===== config.mk =====
export PLATFORM = sky130hd
export DESIGN_NAME = pwm_generator
export DESIGN_NICKNAME = d
export VERILOG_FILES = /design/src/rtl/pwm_pkg.sv /design/src/rtl/pwm_prescaler.sv /design/src/rtl/pwm_generator.sv
export SDC_FILE = /design/constraint.sdc
export NUM_CORES = 1
export LEC_CHECK = 0
export CORE_ASPECT_RATIO = 0.7
export CORE_MARGIN = 2
export CORE_UTILIZATION = 35
export DETAILED_ROUTE_END_ITERATION = 12
export SLEW_MARGIN = 20
export SYNTH_ARGS = -nofsm -noshare
export SYNTH_HDL_FRONTEND = slang
export SYNTH_SLANG_ARGS = --single-unit

===== constraint.sdc =====
create_clock -name clk -period 3.4 [get_ports clk]
set_input_delay 0.68 -clock clk [delete_from_list [all_inputs] [get_ports clk]]
set_output_delay 0.68 -clock clk [all_outputs]
set_load 0.01 [all_outputs]

===== src/rtl/pwm_pkg.sv =====
// Shared constants and pin-mode decoding for the PWM output block.
package pwm_pkg;

    localparam int unsigned               PWM_CNT_W    = 8;
    localparam logic [PWM_CNT_W-1:0]      DUTY_FULL_ON = 8'hFF;
    localparam int unsigned               PWM_STEPS    = 256;

    typedef enum logic [1:0] {
        PIN_LOW  = 2'd0,
        PIN_HIGH = 2'd1,
        PIN_PWM  = 2'd2
    } pin_mode_e;

    // Output enable dominates the PWM select.
    function automatic pin_mode_e pin_mode(input logic en_out, input logic en_pwm);
        if (!en_out) begin
            return PIN_LOW;
        end
        if (!en_pwm) begin
            return PIN_HIGH;
        end
        return PIN_PWM;
    endfunction

endpackage


===== src/rtl/pwm_prescaler.sv =====
// Free-running divider: tick is high during the last of every PRESCALE clk cycles.
module pwm_prescaler #(
    parameter int unsigned PRESCALE = 3000
) (
    input  logic clk,
    input  logic rst_n,
    output logic tick
);

    localparam int unsigned      CNT_W = (PRESCALE > 1) ? $clog2(PRESCALE) : 1;
    localparam logic [CNT_W-1:0] LAST  = CNT_W'(PRESCALE - 1);

    logic [CNT_W-1:0] r_prescale_cnt;

    // With PRESCALE=1 the counter sits at zero and tick is permanently high.
    assign tick = (r_prescale_cnt == LAST);

    always_ff @(posedge clk or negedge rst_n) begin
        if (!rst_n) begin
            r_prescale_cnt <= '0;
        end else if (tick) begin
            r_prescale_cnt <= '0;
        end else begin
            r_prescale_cnt <= r_prescale_cnt + CNT_W'(1);
        end
    end

endmodule


===== src/rtl/pwm_generator.sv =====
// Drives 16 pins as low, high or a shared PWM waveform; duty is shadowed to period boundaries.
module pwm_generator
    import pwm_pkg::*;
#(
    parameter int unsigned PRESCALE = 3000
) (
    input  logic        clk,
    input  logic        rst_n,
    input  logic [7:0]  en_reg_out_7_0,
    input  logic [7:0]  en_reg_out_15_8,
    input  logic [7:0]  en_reg_pwm_7_0,
    input  logic [7:0]  en_reg_pwm_15_8,
    input  logic [7:0]  pwm_duty_cycle,
    output logic [15:0] out,
    output logic        period_start
);

    logic                 w_tick;
    logic                 w_period_end;
    logic                 w_pwm_level;
    logic [15:0]          w_en_out;
    logic [15:0]          w_en_pwm;
    logic [15:0]          w_out_next;

    logic [PWM_CNT_W-1:0] r_pwm_cnt;
    logic [PWM_CNT_W-1:0] r_duty_shadow;
    logic [15:0]          r_out;
    logic                 r_period_start;

    pwm_prescaler #(
        .PRESCALE (PRESCALE)
    ) u_prescaler (
        .clk   (clk),
        .rst_n (rst_n),
        .tick  (w_tick)
    );

    assign w_en_out     = {en_reg_out_15_8, en_reg_out_7_0};
    assign w_en_pwm     = {en_reg_pwm_15_8, en_reg_pwm_7_0};
    assign w_period_end = w_tick && (r_pwm_cnt == PWM_CNT_W'(PWM_STEPS - 1));

    always_comb begin
        w_pwm_level = (r_duty_shadow == DUTY_FULL_ON) || (r_pwm_cnt < r_duty_shadow);
    end

    always_comb begin
        w_out_next = '0;
        for (int unsigned i = 0; i < 16; i++) begin
            case (pin_mode(w_en_out[i], w_en_pwm[i]))
                PIN_LOW:  w_out_next[i] = 1'b0;
                PIN_HIGH: w_out_next[i] = 1'b1;
                PIN_PWM:  w_out_next[i] = w_pwm_level;
                default:  w_out_next[i] = 1'b0;
            endcase
        end
    end

    // Shadow and period_start update on the same edge as the 255->0 wrap,
    // so the new duty is visible together with pwm_cnt==0.
    always_ff @(posedge clk or negedge rst_n) begin
        if (!rst_n) begin
            r_pwm_cnt      <= '0;
            r_duty_shadow  <= '0;
            r_out          <= '0;
            r_period_start <= 1'b0;
        end else begin
            if (w_tick) begin
                r_pwm_cnt <= r_pwm_cnt + PWM_CNT_W'(1);
            end
            if (w_period_end) begin
                r_duty_shadow <= pwm_duty_cycle;
            end
            r_out          <= w_out_next;
            r_period_start <= w_period_end;
        end
    end

    assign out          = r_out;
    assign period_start = r_period_start;

endmodule


==> flow_summary.toml <==
[power_and_ir_drop]
total_leakage_power_nw = 1.23
p_switching_mw = 0.202
seq_power_share_pct = 52.2
p_clk_share_pct = 39.4
peakVddDrop_v = 0.000166
power_frac_comb_pct = 8.4
p_sw_share_pct = 19.3
internal-power_mw = 0.844
power.density_mw_per_mm2 = 377

[timing]
worst-slew-pin-transition_ns = 0.768
slew_viol_final = 0
period_minus_slack_ns = 2.38
fin_skew_ns = 0.0117
hold_violations = 0
hold_slack_ns = 0.366
finalSetupTns_ns = 0
timing.final.crit_share_pct = 69.9
fmax_mhz = 421
rsz0062_at_grt = "no"
setup_viol = 0
slew_headroom_pct = 48.4

[final_layout]
drive_above_1_share_pct = 9.52
nNetsFinal = 281
fill_cells = 494
regArea_sq_mm = 0.00113
insertedDiodeCount = 0
multi_input_area_sq_um = 813
area.growth.synth_to_final_pct = 40.1

[worst_setup_path]
worstSetupEndpointType = "flop"
crit_type = "flop to flop"
crit_arrival_ns = 2.56
critPathMaxFanout = 8
cp-start-kind = "flop"
cp.required_ns = 3.58

[logic_synthesis]
ys_ff_latch = 45
synth_top_area_share_pct = 56.8
syn_avg_cell_area_sq_um = 12.0
synthCells = 165
synth_area_leaders = "dfrtp_1, a21boi_0, ha_1, mux2_2, xnor2_1"
yosysUniqueCellTypes = 33
syn_nets = 216
ys_warn_count = 0
syn-cell-area_sq_mm = 0.00198
synth_seq_area_share_pct = 56.8
synth.largest_area_cell = "dfrtp_1"

[floorplan]
start_util_pct = 37.1
core_area_sq_mm = 0.00534
io_pins = 59
std_cell_rows = 22
dieArea_sq_mm = 0.00629
die_h_microns = 67.0
die_w_microns = 93.9

[detailed_routing]
ant_nets = 0
dr.pass1.iters = 4
num_vias = 1420
drtIter0Drc = 72
viasPerCell = 4.69
wl_microns = 3940
drc = 0
post_drt_wl_per_cell_microns = 13.0

[placement]
gp_congestion = 0.748
hpwlAfterDp_microns = 3020
io_buffer_count = 58

[global_route]
grt-ovfl-total = 0
antenna_found_initial = 0
grt_pass1_wl_microns = 6690
grt_pass1_vias = 1403
gr-usage-all-layers_pct = 14.4
grt_max_degree = 46

[clocking]
insertion_delay_ns = 0.30
postCtsSetupRepairBufs = 0
clockBufferDepth = 2
cts_sinks = 45
hold_buffers = 0
cts_root_buffer = "clkbuf_8"
cts_resized = 0
cts_made_buffers = 5
cts_tree = "done"
htree_levels = 2
cts.clk_slew.worst_paths_ns = 0.09

[run]
drv_cap = 0

[worst_hold_path]
min_path_type = "primary input to async pin"

[run_status]
status = "complete, no violations"
## metal layers
| metal | GRT usage, % | vias to the layer above | wire length (microns) |
|---|---|---|---|
| met1 | 19.8 | 639 | 1940 |
| met2 | 17.3 | 59 | 1340 |
| met5 | 0 | - | 0 |
| met3 | 9.73 | 5 | 614 |
| met4 | 4.89 | 0 | 46 |
| li1 | - | 717 | - |
## layout make-up
cell class                 instances  share of cell area, %
timing repair buffer              61                   21.6
multi-input combinational        109                   29.3
clock inverter                     1                   1.08
tap                               72                   3.24
sequential                        45                   40.6
inverter                           8                   1.08
clock buffer                       7                   3.11
## Yosys cell counts
library cell and n:
a41o_1 1, nand4_1 6, a21boi_0 16, or3_1 3
nand4b_1 1, a21o_1 2, a2111oi_0 1, nand2_1 8
mux2_2 9, clkbuf_1 2, dfrtp_1 45, or3b_2 1
o21a_1 1, ha_1 9, nor3_1 4, or2_1 1
and2_1 1, xnor2_1 7, o21ai_0 4, nand2b_1 1
inv_1 8, buf_2 1, o32ai_1 1, nor2_1 8
xor2_1 6, or4_1 2, and4_1 2, nor3_4 1
nand3_1 7, nor3b_1 1, a21oi_1 3, nor4_1 1
mux2i_1 1
## flip-flops by register name, summed over array words and instances, names as in the netlist
| name | count |
|---|---|
| out | 16 |
| u_prescaler.r_prescale_cnt | 12 |
| r_duty_shadow | 8 |
| period_start | 1 |
| r_pwm_cnt | 8 |
## final timing paths
path                                                    start                            end  slack (ns)  depth (start not counted)
worst max-delay path            u_prescaler.r_prescale_cnt[0]               r_duty_shadow[7]        1.02                          5
worst min-delay path                                    rst_n  u_prescaler.r_prescale_cnt[3]        0.37                          1
worst max register to register  u_prescaler.r_prescale_cnt[0]               r_duty_shadow[7]        1.02                          5
worst min register to register  u_prescaler.r_prescale_cnt[0]  u_prescaler.r_prescale_cnt[0]        0.49                          1
max in group asynchronous                               rst_n                   r_pwm_cnt[6]        2.65                          1
min in group clk                u_prescaler.r_prescale_cnt[0]  u_prescaler.r_prescale_cnt[0]        0.49                          1
## placed cells by master (no fill, tap or decap), types with 2 or more instances in the layout
cell type	count
o21ai_0	4
or3_1	3
a21oi_1	3
buf_4	4
a21o_1	2
nand2_1	8
and4_1	2
clkdlybuf4s50_1	57
nand4_1	6
dfrtp_1	45
a21boi_0	16
or4_1	2
clkbuf_8	6
nor3_1	4
nor2_1	8
ha_1	9
xnor2_1	7
inv_1	8
xor2_1	6
nand3_1	7
mux2_2	9
## per-stage QoR
step | setup WS [ns] | cell area, sq um | power [mW] | cells | utilization (%)
after global routing | 0.863 | 2780 | 1.10 | 303 | 52.0
final | 1.02 | 2780 | 1.05 | 303 | 52.0
after floorplan | 1.25 | 1980 | 0.569 | 165 | -
after detailed placement | 1.01 | 2660 | 0.646 | 295 | 49.8
after global placement | 1.07 | 2660 | 0.647 | 295 | 49.8
after CTS | 1.01 | 2770 | 1.06 | 303 | 51.9
## power by group through the flow
stage	registers, mW	logic, mW	clock network, mW
finish	0.547	0.0874	0.413
global route	0.548	0.0957	0.453
CTS	0.547	0.0891	0.427
detailed placement	0.558	0.0886	0
global placement	0.557	0.0899	0
floorplan	0.563	0.00612	0
## critical path: stages (launching register included)
cell	delay, ns
dfrtp_1	0.39
ha_1	0.22
nand4b_1	0.15
or4_1	0.67
nor3_4	0.45
mux2_2	0.38
## logic make-up (layout without fill, tap and decap cells)
group / count (synthesis) / after routing / share of synthesized area (%)
buffers and inverters: 11 / 77 / 2.15
DFF: 45 / 45 / 56.8
and+or+nand+nor: 48 / 48 / 13.6
xor gates and xnor gates: 13 / 13 / 5.74
muxes: 10 / 10 / 5.62
AOI/OAI and AO/OA: 29 / 29 / 10.4
adders and majority gates: 9 / 9 / 5.68
Power figures use the tool's default switching activity.
==> variant, RTL diff (same flow settings) <==
`PRESCALE` is set to 3000 in 2 places; all go to 750.
--- a/src/rtl/pwm_prescaler.sv
+++ b/src/rtl/pwm_prescaler.sv
@@ -1,6 +1,6 @@
 // Free-running divider: tick is high during the last of every PRESCALE clk cycles.
 module pwm_prescaler #(
-    parameter int unsigned PRESCALE = 3000
+    parameter int unsigned PRESCALE = 750
 ) (
     input  logic clk,
     input  logic rst_n,
--- a/src/rtl/pwm_generator.sv
+++ b/src/rtl/pwm_generator.sv
@@ -2,7 +2,7 @@
 module pwm_generator
     import pwm_pkg::*;
 #(
-    parameter int unsigned PRESCALE = 3000
+    parameter int unsigned PRESCALE = 750
 ) (
     input  logic        clk,
     input  logic        rst_n,
Behaviour: same outputs for any inputs over 10 cycles, from zero or initial values and one cycle with rst_n low; that may be too few to reach the edited logic, so the function may still have changed.
==> variant against the unedited design <==
  * Wire length down 1.0%
  * Power down 12%
  * Sequential power down 4.4%
  * Utilization down 2.9 points
  * Area after synthesis up 1.5%
  * Design area down 0.18%
  * Worst setup slack better by 0.19 ns
  * Sequential cell count down 2
==> variant: results (changes against the unedited design) <==
metric;value;unit;change
synth_top_family_by_area;compound AO/OA/AOI/OAI gates;;
layout-drive-gt1-share;16.67;%;+7.1 points
pre_cts_ws;1.197;ns;+0.1830 ns
yosysUniqueCellTypes;37;;+12%
post-dp-hpwl;2.968;mm;-1.6%
crit_path_max_fanout;16;;+8
placed_cell_area;2669;um2;+0.42%
nNonClkBuffers;60;;-1.6%
synth_nets;209;;-3.2%
ys_ff_latch;43;;-4.4%
drtIter0Drc;36;;-50%
multi_input_area_share;31.69;%;+2.4 points
clockNetworkAreaShare;2.980;%;-1.2 points
core.rowCount;23;;+4.5%
tightest_slew;0.8303;ns;+0.06264 ns
wl_per_cell;13.13;um;+0.96%
fin_skew;0.01193;ns;+0.0002388 ns
peakVddDrop;0.1538;mV;-7.5%
slowest_stage;o32ai_4;;
clock_buffers;5;;-2
ys_seq_area_share;53.52;%;-3.3 points
arrival;2.33;ns;-0.23 ns
gp_congestion;0.8021;;+7.2%
finalNonFillerCells;297;;-2.0%
cp_slowest_stage_delay;0.76;ns;+0.09 ns
status;completed;;
synth_compound_area_share;13.75;%;+3.4 points
synth.area.top_cells;dfrtp_1 54%, ha_1 6.2%, a21boi_2 5.6%;;
via_per_inst;4.616;;-1.5%
variant: layer usage:
metal  GRT usage [%]  up-vias  wire length, um
met5               0        -                0
met4           5.435        0               18
li1                -      681                -
met1           18.82      636             1842
met3           7.924        2              486
met2           17.95       52             1551
variant: path summary, 6_finish.rpt:
kind,to,start,cells past startpoint,slack [ns]
setup / recovery,out[4],r_pwm_cnt[6],5,1.21
hold / removal,r_duty_shadow[7],rst_n,1,0.25
setup reg to reg,out[4],r_pwm_cnt[6],5,1.21
hold reg to reg,u_prescaler.r_prescale_cnt[7],u_prescaler.r_prescale_cnt[7],1,0.51
max in group asynchronous,u_prescaler.r_prescale_cnt[1],rst_n,2,2.70
min in group clk,u_prescaler.r_prescale_cnt[7],u_prescaler.r_prescale_cnt[7],1,0.51
variant: power breakdown:
| part | internal (W) | switching, W |
|---|---|---|
| clock network | 0.000140 | 0.000169 |
| logic | 0.0000653 | 0.0000283 |
| registers | 0.000520 | 0.00000219 |
